--- config.mk ---
export PLATFORM = sky130hd
export DESIGN_NAME = pipe_hazard_ctrl
export DESIGN_NICKNAME = d
export VERILOG_FILES = /design/src/rtl/pipe_hazard_ctrl_pkg.sv /design/src/rtl/pipe_hazard_ctrl_fwd_sel.sv /design/src/rtl/pipe_hazard_ctrl.sv
export SDC_FILE = /design/constraint.sdc
export NUM_CORES = 1
export LEC_CHECK = 0
export ABC_AREA = 1
export ABC_CLOCK_PERIOD_IN_PS = 4230
export BUFFER_PORTS_ARGS = -buffer_cell sky130_fd_sc_hd__buf_2
export CAP_MARGIN = 40
export CORE_ASPECT_RATIO = 1.75
export CORE_MARGIN = 1
export CORE_UTILIZATION = 40
export DETAILED_ROUTE_END_ITERATION = 8
export GPL_TIMING_DRIVEN = 1
export PLACE_DENSITY_LB_ADDON = 0.1
export SYNTH_ARGS = -nofsm -noshare
export SYNTH_HDL_FRONTEND = slang
export SYNTH_SLANG_ARGS = --single-unit
--- constraint.sdc ---
create_clock -name clk -period 4.23 [get_ports clk]
set_input_delay 0 -clock clk [delete_from_list [all_inputs] [get_ports clk]]
set_output_delay 0 -clock clk [all_outputs]
set_load 0.005 [all_outputs]
--- src/rtl/pipe_hazard_ctrl_pkg.sv ---
`default_nettype none
// ============================================================================
// Module      : pipe_hazard_ctrl_pkg
// Description : Shared pipeline constants: memory FSM state encoding and
//               ALU operand forward-select codes.
// Revision    : 1.0 - initial release
// ============================================================================
package pipe_hazard_ctrl_pkg;

  // Memory-stage handshake states
  typedef enum logic [1:0] {
    RUN   = 2'd0,
    MWAIT = 2'd1,
    ERR   = 2'd2
  } mem_state_e;

  // ALU operand source select
  localparam logic [1:0] FWD_RF  = 2'b00;  // register file value
  localparam logic [1:0] FWD_MEM = 2'b10;  // EX/MEM alu_out
  localparam logic [1:0] FWD_WB  = 2'b01;  // MEM/WB result

endpackage
`default_nettype wire

--- src/rtl/pipe_hazard_ctrl_fwd_sel.sv ---
`default_nettype none
// ============================================================================
// Module      : fwd_sel
// Description : Forwarding source select for one ALU operand. The youngest
//               producer (MEM) wins over WB; x0 is never forwarded.
// Revision    : 1.0 - initial release
// ============================================================================
module fwd_sel
  import pipe_hazard_ctrl_pkg::*;
(
  input  logic [4:0] rs,
  input  logic [4:0] rd_M,
  input  logic       reg_write_M,
  input  logic [4:0] rd_W,
  input  logic       reg_write_W,
  output logic [1:0] sel
);

  // Pick the newest in-flight value that targets this source register
  always_comb begin
    sel = FWD_RF;
    if (reg_write_M && (rd_M != 5'd0) && (rd_M == rs)) begin
      sel = FWD_MEM;
    end else if (reg_write_W && (rd_W != 5'd0) && (rd_W == rs)) begin
      sel = FWD_WB;
    end
  end

endmodule
`default_nettype wire

--- src/rtl/pipe_hazard_ctrl.sv ---
`default_nettype none
// ============================================================================
// Module      : pipe_hazard_ctrl
// Description : 5-stage pipeline hazard unit: load-use stall, branch flush,
//               operand forwarding, data-memory wait/timeout FSM and
//               stall/flush performance counters.
// Revision    : 1.0 - initial release
// ============================================================================
module pipe_hazard_ctrl
  import pipe_hazard_ctrl_pkg::*;
#(
  parameter int TIMEOUT = 255,
  parameter int CNT_W   = 32
) (
  input  logic             clk,
  input  logic             rst,
  input  logic [4:0]       rs1_D,
  input  logic [4:0]       rs2_D,
  input  logic [4:0]       rs1_E,
  input  logic [4:0]       rs2_E,
  input  logic [4:0]       rd_E,
  input  logic             reg_write_E,
  input  logic             result_src_E,
  input  logic [4:0]       rd_M,
  input  logic             reg_write_M,
  input  logic             mreq_M,
  input  logic [4:0]       rd_W,
  input  logic             reg_write_W,
  input  logic             branch_taken_E,
  input  logic             mem_ack,
  output logic             stall_F,
  output logic             stall_D,
  output logic             stall_E,
  output logic             stall_M,
  output logic             flush_D,
  output logic             flush_E,
  output logic             flush_W,
  output logic [1:0]       fwd_a_E,
  output logic [1:0]       fwd_b_E,
  output logic             bus_err,
  output logic [CNT_W-1:0] stall_cnt,
  output logic [CNT_W-1:0] flush_cnt
);

  localparam int WAIT_W = (TIMEOUT < 2) ? 1 : $clog2(TIMEOUT + 1);
  localparam logic [WAIT_W-1:0] WAIT_LAST = WAIT_W'(TIMEOUT - 1);

  mem_state_e        state;
  mem_state_e        state_nxt;
  logic [WAIT_W-1:0] wait_cnt;
  logic              mem_busy;
  logic              load_use;
  logic [1:0]        sel_a;
  logic [1:0]        sel_b;

  fwd_sel u_fwd_a (
    .rs          (rs1_E),
    .rd_M        (rd_M),
    .reg_write_M (reg_write_M),
    .rd_W        (rd_W),
    .reg_write_W (reg_write_W),
    .sel         (sel_a)
  );

  fwd_sel u_fwd_b (
    .rs          (rs2_E),
    .rd_M        (rd_M),
    .reg_write_M (reg_write_M),
    .rd_W        (rd_W),
    .reg_write_W (reg_write_W),
    .sel         (sel_b)
  );

  assign mem_busy = (mreq_M & ~mem_ack) | (state == ERR);
  assign load_use = result_src_E & reg_write_E & (rd_E != 5'd0) &
                    ((rd_E == rs1_D) | (rd_E == rs2_D));
  assign bus_err  = (state == ERR);

  // Memory FSM next state; timeout fires on the MWAIT cycle that would
  // bring the wait count up to TIMEOUT
  always_comb begin
    state_nxt = state;
    case (state)
      RUN:     if (mreq_M && !mem_ack) state_nxt = MWAIT;
      MWAIT: begin
        if (mem_ack)                     state_nxt = RUN;
        else if (wait_cnt >= WAIT_LAST)  state_nxt = ERR;
      end
      ERR:     state_nxt = ERR;
      default: state_nxt = RUN;
    endcase
  end

  // State register and saturating wait counter (cleared on MWAIT entry)
  always_ff @(posedge clk or posedge rst) begin
    if (rst) begin
      state    <= RUN;
      wait_cnt <= '0;
    end else begin
      state <= state_nxt;
      if (state == RUN && state_nxt == MWAIT) begin
        wait_cnt <= '0;
      end else if (state == MWAIT && wait_cnt != '1) begin
        wait_cnt <= wait_cnt + WAIT_W'(1);
      end
    end
  end

  // Stall/flush/forward decode; memory busy beats redirect beats load-use
  always_comb begin
    stall_F = 1'b0;
    stall_D = 1'b0;
    stall_E = 1'b0;
    stall_M = 1'b0;
    flush_D = 1'b0;
    flush_E = 1'b0;
    flush_W = 1'b0;
    fwd_a_E = sel_a;
    fwd_b_E = sel_b;
    if (rst) begin
      flush_D = 1'b1;
      flush_E = 1'b1;
      flush_W = 1'b1;
      fwd_a_E = FWD_RF;
      fwd_b_E = FWD_RF;
    end else if (mem_busy) begin
      stall_F = 1'b1;
      stall_D = 1'b1;
      stall_E = 1'b1;
      stall_M = 1'b1;
      flush_W = 1'b1;
    end else if (branch_taken_E) begin
      flush_D = 1'b1;
      flush_E = 1'b1;
    end else if (load_use) begin
      stall_F = 1'b1;
      stall_D = 1'b1;
      flush_E = 1'b1;
    end
  end

  // Performance counters, wrapping
  always_ff @(posedge clk or posedge rst) begin
    if (rst) begin
      stall_cnt <= '0;
      flush_cnt <= '0;
    end else begin
      if (stall_F) stall_cnt <= stall_cnt + CNT_W'(1);
      if (flush_E) flush_cnt <= flush_cnt + CNT_W'(1);
    end
  end

endmodule
`default_nettype wire

# --- Yosys cells after proc, flatten, opt, wreduce, memory -nomap -nowiden ---
# Cells that the tools add are included.
# Widths: inputs -> output; s select.
word_totals:
  ff_bits: 74
  inputBits: 44
  output_inout_bits: 76
  elab_cells: 65
op_classes:
  n_addsub: 3
  order_cmp: 1
  n_eq_ne: 10
  n_mux: 25
  bitwise: 7
  reduce_logical: 15
ops:
  columns: ["operator", "n"]
  rows:
  - ["$add 32x1->32 const B", 2]
  - ["$eq 5x5->1", 6]
  - ["$mux 8", 2]
  - ["$mux 1", 15]
  - ["$reduce_bool 5->1", 3]
  - ["$mux 2", 7]
  - ["$logic_and 1x1->1", 9]
  - ["$add 8x1->8 const B", 1]
  - ["$ge 8x8->1 const B", 1]
  - ["$ne 8x8->1 const B", 1]
  - ["$pmux 2 s3", 1]
  - ["$and 1x1->1", 4]
  - ["$eq 2x1->1 const B", 2]
  - ["$eq 2x2->1 const B", 1]
  - ["$logic_not 2->1", 1]
  - ["$or 1x1->1", 2]
  - ["$reduce_bool 2->1", 1]
  - ["$logic_not 1->1", 1]
  - ["$not 1->1", 1]

# --- Logic depth before layout (Yosys ltp) ---
logic_depth:
  ltp_word: 7
  depth_mapped: 11
  mapped_depth_nobuf: 10

# --- Hierarchy ---
# Synthesis repeated with hierarchy kept, for this count alone.
unflattened:
  hier_cells: 899
  hier_area_um2: 5634.2
by_module_without_submodules:
  columns: ["module", "n_inst", "cells_per_inst", "area_each_um2", "seq_area_each_um2"]
  rows:
  - ["pipe_hazard_ctrl", 1, 799, 5206.2, 1851.8]
  - ["fwd_sel", 2, 50, 214.0, 0.0]

# --- Worst setup path after synthesis ---
# OpenSTA, ideal clock, no wires.
synth_path:
  path_type: "input to register"
  startpoint: "input port rst"
  endpoint: "register flush_cnt[19]"
  setup_time_ns: 0.117
  arrival_time_ns: 1.714
  required_time_ns: 4.113
  setup_slack_ns: 2.400
  stages: 7
  path_buffers: 1
  cell_sequence: "inv_2 > nand2_2 > o21ai_4 > nand2_2 > buf_4 > nand2_1 > nand2_1"
synth_between:
  elab_chain_len: 1
synth_rtl:
  columns: ["element", "line_no", "source"]
  rows:
  - ["from (decl)", "pipe_hazard_ctrl.sv:16", "input logic rst,"]
  - ["$mux 1", "pipe_hazard_ctrl.sv:120", "if (rst) begin"]
  - ["net flush_E", "pipe_hazard_ctrl.sv:36", "output logic flush_E,"]
  - ["to (signal assigned)", "pipe_hazard_ctrl.sv:149", "if (flush_E) flush_cnt <= flush_cnt + CNT_W'(1);"]
  - ["to (decl)", "pipe_hazard_ctrl.sv:42", "output logic [CNT_W-1:0] flush_cnt"]
# The timed path passes the listed nets, and every way through them passes these cells.
# A chain may end at the register's enable or synchronous reset.

# --- Worst setup path after layout ---
layout_path:
  startpoint: "input port rst"
  endpoint: "output port flush_E"
layout_between:
  elab_chain_len: 1
layout_rtl:
  columns: ["element", "line_no"]
  rows:
  - ["$mux 1", "pipe_hazard_ctrl.sv:120"]
  - ["to (decl)", "pipe_hazard_ctrl.sv:36"]
# No other way between the ends.

==> results_dict.tcl <==
set metrics [dict create \
    status "completed" \
    finalHoldViolations 0 \
    synth_area_leaders "dfrtp_1 33%, nand2_1 23%, nand3_1 8.8%" \
    diodes 0 \
    synth-async-reset-ratio_pct 100 \
    cts.sinks 74 \
    period_minus_slack_ns 2.84 \
    nets 1014 \
    finish.utilization_pct 49.0 \
    remaining_drc_errors 0 \
    io_buffers 119 \
    route.vias.total 5675 \
    routed_via_density 4.96 \
    start_util_pct 41.3 \
    tightest_slew_ns 0.766 \
    setup_violations 0 \
    drt-pass1-iter-count 4 \
    power.density_nw_per_um2 301 \
    yosys.area.top_type "dfrtp_1" \
    yosysTopAreaCellShare_pct 33.4 \
    grt_pass1_vias 5558 \
    cts.path.max_buffers 2 \
    wl_mm 16.8 \
    cp.required_ns 4.23 \
    power.total_w 0.00198 \
    dieHeight_um 158 \
    finalCritPeriodShare_pct 67.0 \
    worstHoldStart "mreq_M" \
    ir_worst_vdd_mv 0.221 \
    cts_tree "done" \
    die_x_um 91.1 \
    drtIter0Drc 190 \
    hold_depth 4 \
    clkPwrFrac_pct 38.2 \
    synthToLayoutAreaGrowth_pct 18.6 \
    slew_viol_final 0 \
    p_int_w 0.00131 \
    met1_length_mm 6.10 \
    crit_fanout 35 \
    p_sw_share_pct 33.6 \
    hold_end "wait_cnt[2]" \
    synth_top_family_by_area "simple AND/OR/NAND/NOR gates" \
    synth_most_common_cell "nand2_1" \
    syn_area_um2 5550 \
    grt_max_degree 60 \
    drive_above_1_share_pct 19.1 \
    grt_pass1_wl_mm 27.0 \
    antenna_left 0 \
    synth_warnings 0 \
    cts_buffers 9 \
    pwr-share-seq_pct 43.9 \
    synth_mux_area_share_pct 0 \
    antenna_found_initial 0 \
    pin_count 120 \
    relSlewSlack_pct 49.0 \
    num_rows 56 \
    combPwrFrac_pct 17.9 \
    synth-xor-area-share_pct 7.26 \
    hold_class "in2reg" \
    endpoint_kind "output port" \
    crit_type "in2out" \
    postCtsSetupBuffers 0 \
    met2_wirelength_mm 9.19 \
    ys_seq_area_share_pct 33.4 \
    clk_pin_slew_ns 0.07 \
    syn_nets 899 \
    r2r_end "flush_cnt[28]" \
    r2r_slack_ns 1.87 \
    fin_hold_ws_ns 0.0985 \
    synth_simple_gate_area_share_pct 48.5 \
    wl_per_cell_um 14.7 \
    tns_ns 0 \
    htreeDepth 3 \
    die-area_um2 14400 \
    rsz0062_at_grt "no" \
    dr.max_layer_used "met4" \
    fmax_mhz 353 \
    place_hpwl_mm 13.1 \
    synthTopCellsByCount "339 x nand2_1, 98 x nand3_1, 82 x nor2_1, 74 x dfrtp_1, 71 x inv_1" \
    gp_congestion 0.971 \
    cts_resized 0 \
    synth-edff-count 0 \
    cp.arrival_ns 2.84 \
    pre_cts_slack_ns 1.78 \
    setup_slack_ns 1.39 \
    core_area_um2 13500 \
    synth-main-ff-cell "dfrtp_1" \
    clock_skew_ns 0.0111 \
    synth_fa_ha_area_share_pct 0.902 \
    grt-ovfl-total 0 \
    ys_ff_latch 74 \
    cts_root_buf "clkbuf_16" \
    ff2ff_path_depth 11 \
    dr_wl_met3_um 474 \
    synth-compound-area-share_pct 2.19 \
    critPathLaunchType "primary input" \
    p_sw_w 0.000666 \
    synth_cell_types 33 \
    syn_inst 851 \
    syn_area_per_cell_um2 6.52 \
    timing.rr.start "state[1]" \
    drv_cap 0 \
    p_leak_nw 3.43 \
    insertion_delay_ns 0.34 \
    grt_util_all_layers_pct 24.2 \
]
## power by group through the flow
stage | Clock (W) | Sequential, W | Combinational (W)
floorplan | 0 | 0.000861 | 0.000231
global placement | 0 | 0.000883 | 0.000351
detailed placement | 0 | 0.000881 | 0.000358
CTS | 0.000773 | 0.000869 | 0.000361
global route | 0.000794 | 0.000880 | 0.000409
finish | 0.000757 | 0.000870 | 0.000354
## critical path, stage by stage
cell and delay (ns):
dlygate4sd3_1 0.52, buf_2 0.19, clkinv_2 0.33, nand2_2 0.16, buf_4 0.38, o21ai_4 0.26, buf_8 0.23, nand2_2 0.50
buf_2 0.23
## state kept, by name, indices dropped and copies added, names as in the netlist
register	count
state	2
flush_cnt	32
stall_cnt	32
wait_cnt	8
## final cells by class
| class | count | area, µm² |
|---|---|---|
| clock inverter | 7 | 61.3 |
| sequential | 74 | 1850 |
| inverter | 84 | 317 |
| tap | 174 | 218 |
| fill | 1468 | 6870 |
| multi-input combinational | 673 | 3270 |
| timing repair buffer | 124 | 646 |
| clock buffer | 9 | 225 |
## cells by family (layout without fill, tap and decap cells)
logic type | after synthesis | after routing
compound gates | 20 | 20
flops | 74 | 74
simple gates | 603 | 603
buf+inv | 104 | 224
xor+xnor | 46 | 46
fa+ha+maj | 4 | 4
## cell usage in the layout (no fill, tap or decap), types with 2 or more instances in the layout
cell type      instances
nand2_1              339
buf_2                119
nand3_1               98
nor2_1                82
dfrtp_1               74
inv_1                 71
xor2_1                29
nor3_1                24
xnor2_1               17
inv_2                 12
nand4_1               12
nand3b_1              11
o21ai_0               11
clkbuf_16              9
nand2_2                7
nor2_2                 7
nor3_2                 6
nor2_4                 5
nand3_4                4
a21oi_1                4
ha_1                   4
and3_1                 2
nor3b_1                2
clkinv_4               2
inv_6                  2
clkinvlp_4             2
dlygate4sd3_1          2
buf_4                  2
## repair_timing
item                                    CTS  global route
endpoints found under the setup margin    0             0
hold buffers                              2             0
hold endpoints to repair                 18             0
## worst max path at each step
stage	from	endpoint	slack, ns
final	rst	flush_E	1.39
after global routing	rst	flush_E	1.17
after CTS	rst	flush_E	1.31
after detailed placement	rst	flush_cnt[28]	1.78
after global placement	state[0]	flush_cnt[28]	1.82
after floorplan	rst	flush_cnt[19]	2.40
## per-stage QoR
stage	cells	instance area [µm²]
after global routing	1145	6590
after detailed placement	1127	6280
final	1145	6590
after global placement	1126	6260
after CTS	1145	6590
after floorplan	851	5550
## routing by layer
layer	vias to the layer above	GRT usage, %
met3	50	2.83
met4	0	15.3
met2	145	48.4
met1	2566	22.8
met5	-	0
li1	2914	-
No activity file was read; power rests on OpenSTA's default activity.
